**src/rtl/fetch_pkg.sv**
```systemverilog
// fetch_pkg: shared definitions for the instruction fetch stage.
//   NOP     - canonical bubble instruction (addi x0,x0,0)
//   state_t - fetch read-tracking FSM states
//   entry_t - instruction queue entry {instr, pc}
package fetch_pkg;

    localparam int unsigned XLEN = 32;

    localparam logic [XLEN-1:0] NOP = 32'h0000_0013;

    // RUN : no read outstanding
    // WAIT: one read outstanding, its data will be kept
    // DROP: one read outstanding, its data will be discarded
    typedef enum logic [1:0] {
        RUN  = 2'd0,
        WAIT = 2'd1,
        DROP = 2'd2
    } state_t;

    typedef struct packed {
        logic [XLEN-1:0] instr;
        logic [XLEN-1:0] pc;
    } entry_t;

endpackage

```
**src/rtl/fetch_if.sv**
```systemverilog
// fetch_if: instruction memory read bus.
//   imem_req    - read request (fetch -> memory), always accepted
//   imem_addr   - word address of the request
//   imem_rvalid - read data valid (memory -> fetch), >= 1 cycle after request
//   imem_rdata  - returned instruction word
// Modports: master = fetch stage, slave = instruction memory.
interface fetch_if #(
    parameter int unsigned WIDTH = 32
);

    logic             imem_req;
    logic [WIDTH-1:0] imem_addr;
    logic             imem_rvalid;
    logic [WIDTH-1:0] imem_rdata;

    modport master (
        output imem_req,
        output imem_addr,
        input  imem_rvalid,
        input  imem_rdata
    );

    modport slave (
        input  imem_req,
        input  imem_addr,
        output imem_rvalid,
        output imem_rdata
    );

endinterface

```
**src/rtl/fetch_queue.sv**
```systemverilog
// fetch_queue: 2-entry FIFO buffering fetched instructions.
//   clk, rst  - clock, asynchronous active-high reset (to empty)
//   push      - write push_data at the tail
//   pop       - drop the head entry
//   clear     - empty the FIFO; overrides push and pop
//   push_data - entry to write
//   count     - number of valid entries (0..2)
//   head      - oldest entry (meaningful when count != 0)
module fetch_queue
    import fetch_pkg::*;
(
    input  logic       clk,
    input  logic       rst,
    input  logic       push,
    input  logic       pop,
    input  logic       clear,
    input  entry_t     push_data,
    output logic [1:0] count,
    output entry_t     head
);

    entry_t     mem_q [2];
    entry_t     mem_d [2];
    logic       rd_ptr_q, rd_ptr_d;
    logic       wr_ptr_q, wr_ptr_d;
    logic [1:0] count_q, count_d;

    always_comb begin
        mem_d    = mem_q;
        rd_ptr_d = rd_ptr_q;
        wr_ptr_d = wr_ptr_q;
        count_d  = count_q;
        if (clear) begin
            rd_ptr_d = 1'b0;
            wr_ptr_d = 1'b0;
            count_d  = '0;
        end else begin
            if (push) begin
                mem_d[wr_ptr_q] = push_data;
                wr_ptr_d        = !wr_ptr_q;
            end
            if (pop) begin
                rd_ptr_d = !rd_ptr_q;
            end
            count_d = count_q + {1'b0, push} - {1'b0, pop};
        end
    end

    always_ff @(posedge clk or posedge rst) begin
        if (rst) begin
            mem_q    <= '{default: '0};
            rd_ptr_q <= 1'b0;
            wr_ptr_q <= 1'b0;
            count_q  <= '0;
        end else begin
            mem_q    <= mem_d;
            rd_ptr_q <= rd_ptr_d;
            wr_ptr_q <= wr_ptr_d;
            count_q  <= count_d;
        end
    end

    assign count = count_q;
    assign head  = mem_q[rd_ptr_q];

endmodule

```
**src/rtl/top_fetch.sv**
```systemverilog
// top_fetch: RV32I fetch stage. Owns PC_F, issues word reads to instruction
// memory (at most one outstanding), buffers returns in a 2-entry queue and
// drives the F/D pipeline register. A decode redirect squashes everything.
//   clk, rst          - clock, asynchronous active-high reset
//   stall_D           - decode cannot accept; F/D register holds
//   PCsrc_D           - redirect request from decode
//   PCtarget_D        - redirect target (bits [1:0] ignored)
//   imem              - instruction memory bus (master side)
//   instr_D           - instruction to decode (NOP when bubble)
//   PC_D, PCPlus4_D   - PC of instr_D and PC_D + 4
//   valid_D           - instr_D is a real instruction
module top_fetch
    import fetch_pkg::*;
#(
    parameter int unsigned      WIDTH    = 32,
    parameter logic [WIDTH-1:0] RESET_PC = '0
) (
    input  logic             clk,
    input  logic             rst,
    input  logic             stall_D,
    input  logic             PCsrc_D,
    input  logic [WIDTH-1:0] PCtarget_D,
    fetch_if.master          imem,
    output logic [WIDTH-1:0] instr_D,
    output logic [WIDTH-1:0] PC_D,
    output logic [WIDTH-1:0] PCPlus4_D,
    output logic             valid_D
);

    state_t           state_q, state_d;
    logic [WIDTH-1:0] pc_f_q, pc_f_d;
    logic [WIDTH-1:0] pend_pc_q, pend_pc_d;
    logic [WIDTH-1:0] fd_instr_q, fd_instr_d;
    logic [WIDTH-1:0] fd_pc_q, fd_pc_d;
    logic [WIDTH-1:0] fd_pc4_q, fd_pc4_d;
    logic             fd_valid_q, fd_valid_d;

    logic       push, pop, req;
    logic [1:0] q_count, count_after;
    entry_t     q_head, q_in;

    // A new request is only issued if, after this cycle's push/pop, there is
    // still room for its data, so a returned word can always be enqueued.
    always_comb begin
        push        = (state_q == WAIT) && imem.imem_rvalid && !PCsrc_D;
        pop         = !PCsrc_D && !stall_D && (q_count != 2'd0);
        count_after = q_count + {1'b0, push} - {1'b0, pop};
        req         = !rst && !PCsrc_D
                      && ((state_q == RUN) || ((state_q == WAIT) && imem.imem_rvalid))
                      && (count_after < 2'd2);
    end

    assign imem.imem_req  = req;
    assign imem.imem_addr = pc_f_q;
    assign q_in           = '{instr: imem.imem_rdata, pc: pend_pc_q};

    fetch_queue u_queue (
        .clk       (clk),
        .rst       (rst),
        .push      (push),
        .pop       (pop),
        .clear     (PCsrc_D),
        .push_data (q_in),
        .count     (q_count),
        .head      (q_head)
    );

    always_comb begin
        state_d    = state_q;
        pc_f_d     = pc_f_q;
        pend_pc_d  = pend_pc_q;
        fd_instr_d = fd_instr_q;
        fd_pc_d    = fd_pc_q;
        fd_pc4_d   = fd_pc4_q;
        fd_valid_d = fd_valid_q;

        if (PCsrc_D) begin
            // Redirect beats stall: bubble F/D, retarget, and remember that an
            // in-flight read (if still pending) must be thrown away.
            pc_f_d     = PCtarget_D & ~WIDTH'(3);
            fd_instr_d = NOP;
            fd_valid_d = 1'b0;
            case (state_q)
                WAIT:    state_d = imem.imem_rvalid ? RUN : DROP;
                DROP:    state_d = imem.imem_rvalid ? RUN : DROP;
                default: state_d = RUN;
            endcase
        end else begin
            case (state_q)
                RUN:     if (req) state_d = WAIT;
                WAIT:    if (imem.imem_rvalid) state_d = req ? WAIT : RUN;
                DROP:    if (imem.imem_rvalid) state_d = RUN;
                default: state_d = RUN;
            endcase
            if (req) begin
                pend_pc_d = pc_f_q;
                pc_f_d    = pc_f_q + WIDTH'(4);
            end
            if (!stall_D) begin
                if (pop) begin
                    fd_instr_d = q_head.instr;
                    fd_pc_d    = q_head.pc;
                    fd_pc4_d   = q_head.pc + 32'd4;
                    fd_valid_d = 1'b1;
                end else begin
                    fd_instr_d = NOP;
                    fd_valid_d = 1'b0;
                end
            end
        end
    end

    always_ff @(posedge clk or posedge rst) begin
        if (rst) begin
            state_q    <= RUN;
            pc_f_q     <= RESET_PC;
            pend_pc_q  <= '0;
            fd_instr_q <= NOP;
            fd_pc_q    <= '0;
            fd_pc4_q   <= '0;
            fd_valid_q <= 1'b0;
        end else begin
            state_q    <= state_d;
            pc_f_q     <= pc_f_d;
            pend_pc_q  <= pend_pc_d;
            fd_instr_q <= fd_instr_d;
            fd_pc_q    <= fd_pc_d;
            fd_pc4_q   <= fd_pc4_d;
            fd_valid_q <= fd_valid_d;
        end
    end

    assign instr_D   = fd_instr_q;
    assign PC_D      = fd_pc_q;
    assign PCPlus4_D = fd_pc4_q;
    assign valid_D   = fd_valid_q;

endmodule

```
**src/flat_wrapper.sv**
```systemverilog
// flat-port wrapper written by rule: the top's interface ports become plain ports
module top_fetch_flat import fetch_pkg::*;
#(
    parameter int unsigned      WIDTH    = 32,
    parameter logic [WIDTH-1:0] RESET_PC = '0
)
  (clk, rst, stall_D, PCsrc_D, PCtarget_D, instr_D, PC_D, PCPlus4_D, valid_D, imem_imem_req, imem_imem_addr, imem_imem_rvalid, imem_imem_rdata);
  fetch_if #(.WIDTH(WIDTH)) imem_i ();
  input  logic clk;
  input  logic rst;
  input  logic stall_D;
  input  logic PCsrc_D;
  input  logic [WIDTH-1:0] PCtarget_D;
  output logic [WIDTH-1:0] instr_D;
  output logic [WIDTH-1:0] PC_D;
  output logic [WIDTH-1:0] PCPlus4_D;
  output logic valid_D;
  output wire logic [$bits(imem_i.imem_req)-1:0] imem_imem_req;
  output wire logic [$bits(imem_i.imem_addr)-1:0] imem_imem_addr;
  input wire logic [$bits(imem_i.imem_rvalid)-1:0] imem_imem_rvalid;
  input wire logic [$bits(imem_i.imem_rdata)-1:0] imem_imem_rdata;
  assign imem_imem_req = imem_i.imem_req;
  assign imem_imem_addr = imem_i.imem_addr;
  assign imem_i.imem_rvalid = imem_imem_rvalid;
  assign imem_i.imem_rdata = imem_imem_rdata;
  top_fetch #(.WIDTH(WIDTH), .RESET_PC(RESET_PC)) u_core (.clk(clk), .rst(rst), .stall_D(stall_D), .PCsrc_D(PCsrc_D), .PCtarget_D(PCtarget_D), .imem(imem_i), .instr_D(instr_D), .PC_D(PC_D), .PCPlus4_D(PCPlus4_D), .valid_D(valid_D));
endmodule
```
**config.mk**
```make
export PLATFORM = sky130hd
export DESIGN_NAME = top_fetch_flat
export DESIGN_NICKNAME = d
export VERILOG_FILES = /design/src/rtl/fetch_pkg.sv /design/src/rtl/fetch_if.sv /design/src/rtl/fetch_queue.sv /design/src/rtl/top_fetch.sv /design/src/flat_wrapper.sv
export SDC_FILE = /design/constraint.sdc
export NUM_CORES = 1
export LEC_CHECK = 0
export CORE_UTILIZATION = 33
export DETAILED_ROUTE_END_ITERATION = 8
export HOLD_SLACK_MARGIN = 0.05
export PLACE_DENSITY = 0.57
export SETUP_SLACK_MARGIN = 0.5
export SLEW_MARGIN = 20
export SYNTH_ARGS = -nofsm -noshare
export SYNTH_HDL_FRONTEND = slang
export SYNTH_SLANG_ARGS = --single-unit
```
**constraint.sdc**
```tcl
create_clock -name clk -period 27.2 [get_ports clk]
set_input_delay 4.08 -clock clk [delete_from_list [all_inputs] [get_ports clk]]
set_output_delay 4.08 -clock clk [all_outputs]
set_load 0.05 [all_outputs]
```
==> results.cfg <==
[route]
drtIter0Drc = 416
routedWlPerCell_um = 17.30
viasPerCell = 4.884
drc = 0
vias = 8752
drt_pre_antenna_iters = 6
antenna_left = 0
wl_um = 31010

[power_and_ir_drop]
p_int_w = 0.001103
switching_share_pct = 36.51
power_density_nw_per_um2 = 107.5
power_frac_clock_pct = 26.0
power_frac_seq_pct = 40.3
total_power_w = 0.001737
p_sw_w = 0.0006341
share_comb_of_total_power_pct = 33.7
peakVddDrop_uv = 68.23
leakagePower_nw = 6.733

[worst_hold_path]
hp-class = reg2reg

[setup_path]
max_stage_delay_ps = 820
path_delay_family = buffers and inverters
path_cells = buf_2 > buf_4 > nor2_1 > o21ai_4 > inv_1 > ha_1 > inv_1 > ha_1 > xnor3_1 > nand3_1 > buf_4 > nor2_2 > clkdlybuf4s50_1
cp-end-kind = primary output
crit_buf_inv = 6
critPathKind = in2out
cp_slowest_cell = clkdlybuf4s50_1
worst-endpoint-required_ps = 23120
worst-path-max-fanout = 64
cp_data_arrival_time_ps = 7810
startpoint_type = input port

[status]
status = finished clean

[place]
portBuffers = 190
dp.cells = 1735
gp_congestion = 0.7576
dp_hpwl_um = 20830

[die]
initial_core_util_pct = 33.58
fp.dieW_um = 197.8
ios = 199
die_h_um = 197.8
core_area_sq_um = 37670
dieArea_sq_um = 39120
rows = 71

[clock_tree]
cts_tree = done
htree_levels = 1
cts_sinks = 283
clk_pin_slew_ps = 60
root_buffer = clkbuf_16
cts_buffers = 31
post_cts_buffers = 0
cts_buffer_depth = 3
ctsHoldBuffers = 0
cts_resized = 0
clk_latency_ps = 570

[cells_and_area]
antennaDiodeCount = 0
layout_commonest_cell = dfrtp_1
layout.cells.non_filler = 1792
drive_gt1_share_pct = 18.50
final_cell_mix = 279 x dfrtp_1, 189 x clkdlybuf4s50_1, 160 x mux2_2
finalNetCount = 1333
syn2layout_area_growth_pct = 27.80

[global_route]
grt_pass1_wl_um = 49250
antenna_found_initial = 0
overflow = 0
grt_pass1_vias = 8624
track_usage_pct = 15.88
grt_max_degree = 172

[synth]
synth_edf_count = 0
synth_area_per_cell_sq_um = 11.68
ys.flop_type = dfrtp_1
syn_area_sq_um = 12650
synth_warnings = 0
synth_seq_area_share_pct = 56.02
synth_top_area_cell = dfrtp_1
synth_cell_types = 52
synth_top_area_share_pct = 55.40
syn-instance-count = 1083
yosys-top-cells-area = dfrtp_1 55%, mux2_2 14%, mux2i_1 4.7%
ys_ff_latch = 283
synthArstFlopShare_pct = 100.0

[timing]
rsz0062_at_grt = no
slew_violations = 0
worstMarginPinSlew_ps = 963.2
fin_skew_ps = 10.24
hold_violations = 0
finalCritPeriodShare_pct = 43.70
fmax_mhz = 84.13
fin_crit_ps = 11890
maxSlewHeadroom_pct = 35.79
setup_tns_ps = 0
finalSetupViolations = 0

[flow_run]
maxCapViolations = 0
==> registers in the layout (all words and copies together), names as in the netlist <==
name / flops
u_core.PCPlus4_D: 30
u_core.PC_D: 30
u_core.imem.imem_addr: 30
u_core.instr_D: 32
u_core.pend_pc_q: 30
u_core.state_q: 2
u_core.u_queue.count: 2
u_core.u_queue.mem_q: 124
u_core.u_queue.rd_ptr_q: 1
u_core.u_queue.wr_ptr_q: 1
u_core.valid_D: 1
==> final cells by class <==
type	instances	area, sq um
clock buffers	42	857.1
clock inverters	15	242.7
fillers	3610	21500
inverters	13	56.30
multi-input cells	725	5269
flip-flops and latches	283	7089
well taps	511	639.4
repair buffers	203	2011
==> path summary, 6_finish.rpt <==
path	from	to	slack, ps	cells after the start
setup / recovery	PCsrc_D	imem_imem_req	15310	13
hold / removal	u_core.valid_D	u_core.valid_D	470	2
setup reg to reg	u_core.u_queue.count[1]	u_core.imem.imem_addr[28]	23210	11
hold reg to reg	u_core.valid_D	u_core.valid_D	470	2
max in group asynchronous	rst	u_core.pend_pc_q[24]	22040	3
min in group asynchronous	rst	u_core.u_queue.mem_q[62]	3920	2
==> worst reg2reg max path: stages, from the launching register on <==
cell	delay (ps)
dfrtp_1	410
o21ai_4	500
inv_1	500
ha_1	420
inv_1	40
ha_1	170
xnor3_1	260
nand3_1	110
buf_4	260
or3_1	560
or4_1	520
a31oi_1	170
==> power groups by stage <==
stage	Combinational (W)	Sequential, W	Clock (W)
2_1_floorplan	0.000271	0.000817	0
3_3_place_gp	0.000582	0.000699	0
3_5_place_dp	0.000590	0.000708	0
4_1_cts	0.000592	0.000701	0.000466
5_1_grt	0.000629	0.000724	0.000482
6_report	0.000586	0.000700	0.000451
==> per-stage QoR <==
step / utilization [%] / hold WS (ps) / setup WS [ps] / instance area, sq um
after floorplan: - / 479.2 / 10290 / 12670
after global placement: 39.98 / 460.1 / 15250 / 15060
after detailed placement: 39.98 / 463.1 / 15250 / 15060
after CTS: 42.90 / 479.0 / 15230 / 16160
after global routing: 42.91 / 496.1 / 15040 / 16160
final: 42.91 / 474.4 / 15310 / 16160
==> layer usage <==
layer	routed length (um)	vias to the layer above	part of all wire, %	global-route usage, %
li1	-	4210	-	-
met5	0	-	0	0
met4	506	0	1.6	3.302
met2	13440	205	43	23.63
met3	1213	35	3.9	2.299
met1	15850	4302	51	24.27
==> cell usage after synthesis, drive strengths merged (2+ instances only) <==
cell type  count
dfrtp        280
mux2         160
nand2        140
o21ai        100
mux2i         60
clkbuf        48
xnor2         33
nand3         32
nor2          27
nor4          22
buf           19
nand4         16
inv           13
nand3b        12
o31ai         12
a21oi          9
nor3           8
a31oi          7
ha             7
o31a           7
xor2           7
a22oi          6
nand4b         6
and4           5
or3            5
a21o           4
and3           4
or4            4
a211oi         3
and2           3
dfstp          3
nor2b          3
o21a           3
nand2b         2
==> cell families (layout without fill, tap and decap cells) <==
group                      after synthesis  count (layout)  share of synthesized area (%)
xor gates and xnor gates                41              41                          2.948
AOI/OAI and AO/OA                      160             160                          7.419
DFF                                    283             283                          56.02
adders and majority gates                7               7                         0.6924
buffers and inverters                   80             273                          2.661
and+or+nand+nor                        291             291                          11.24
other                                    1               6                        0.02965
muxes                                  220             220                          18.99
Note: power is estimated with default switching activity, not from simulation.
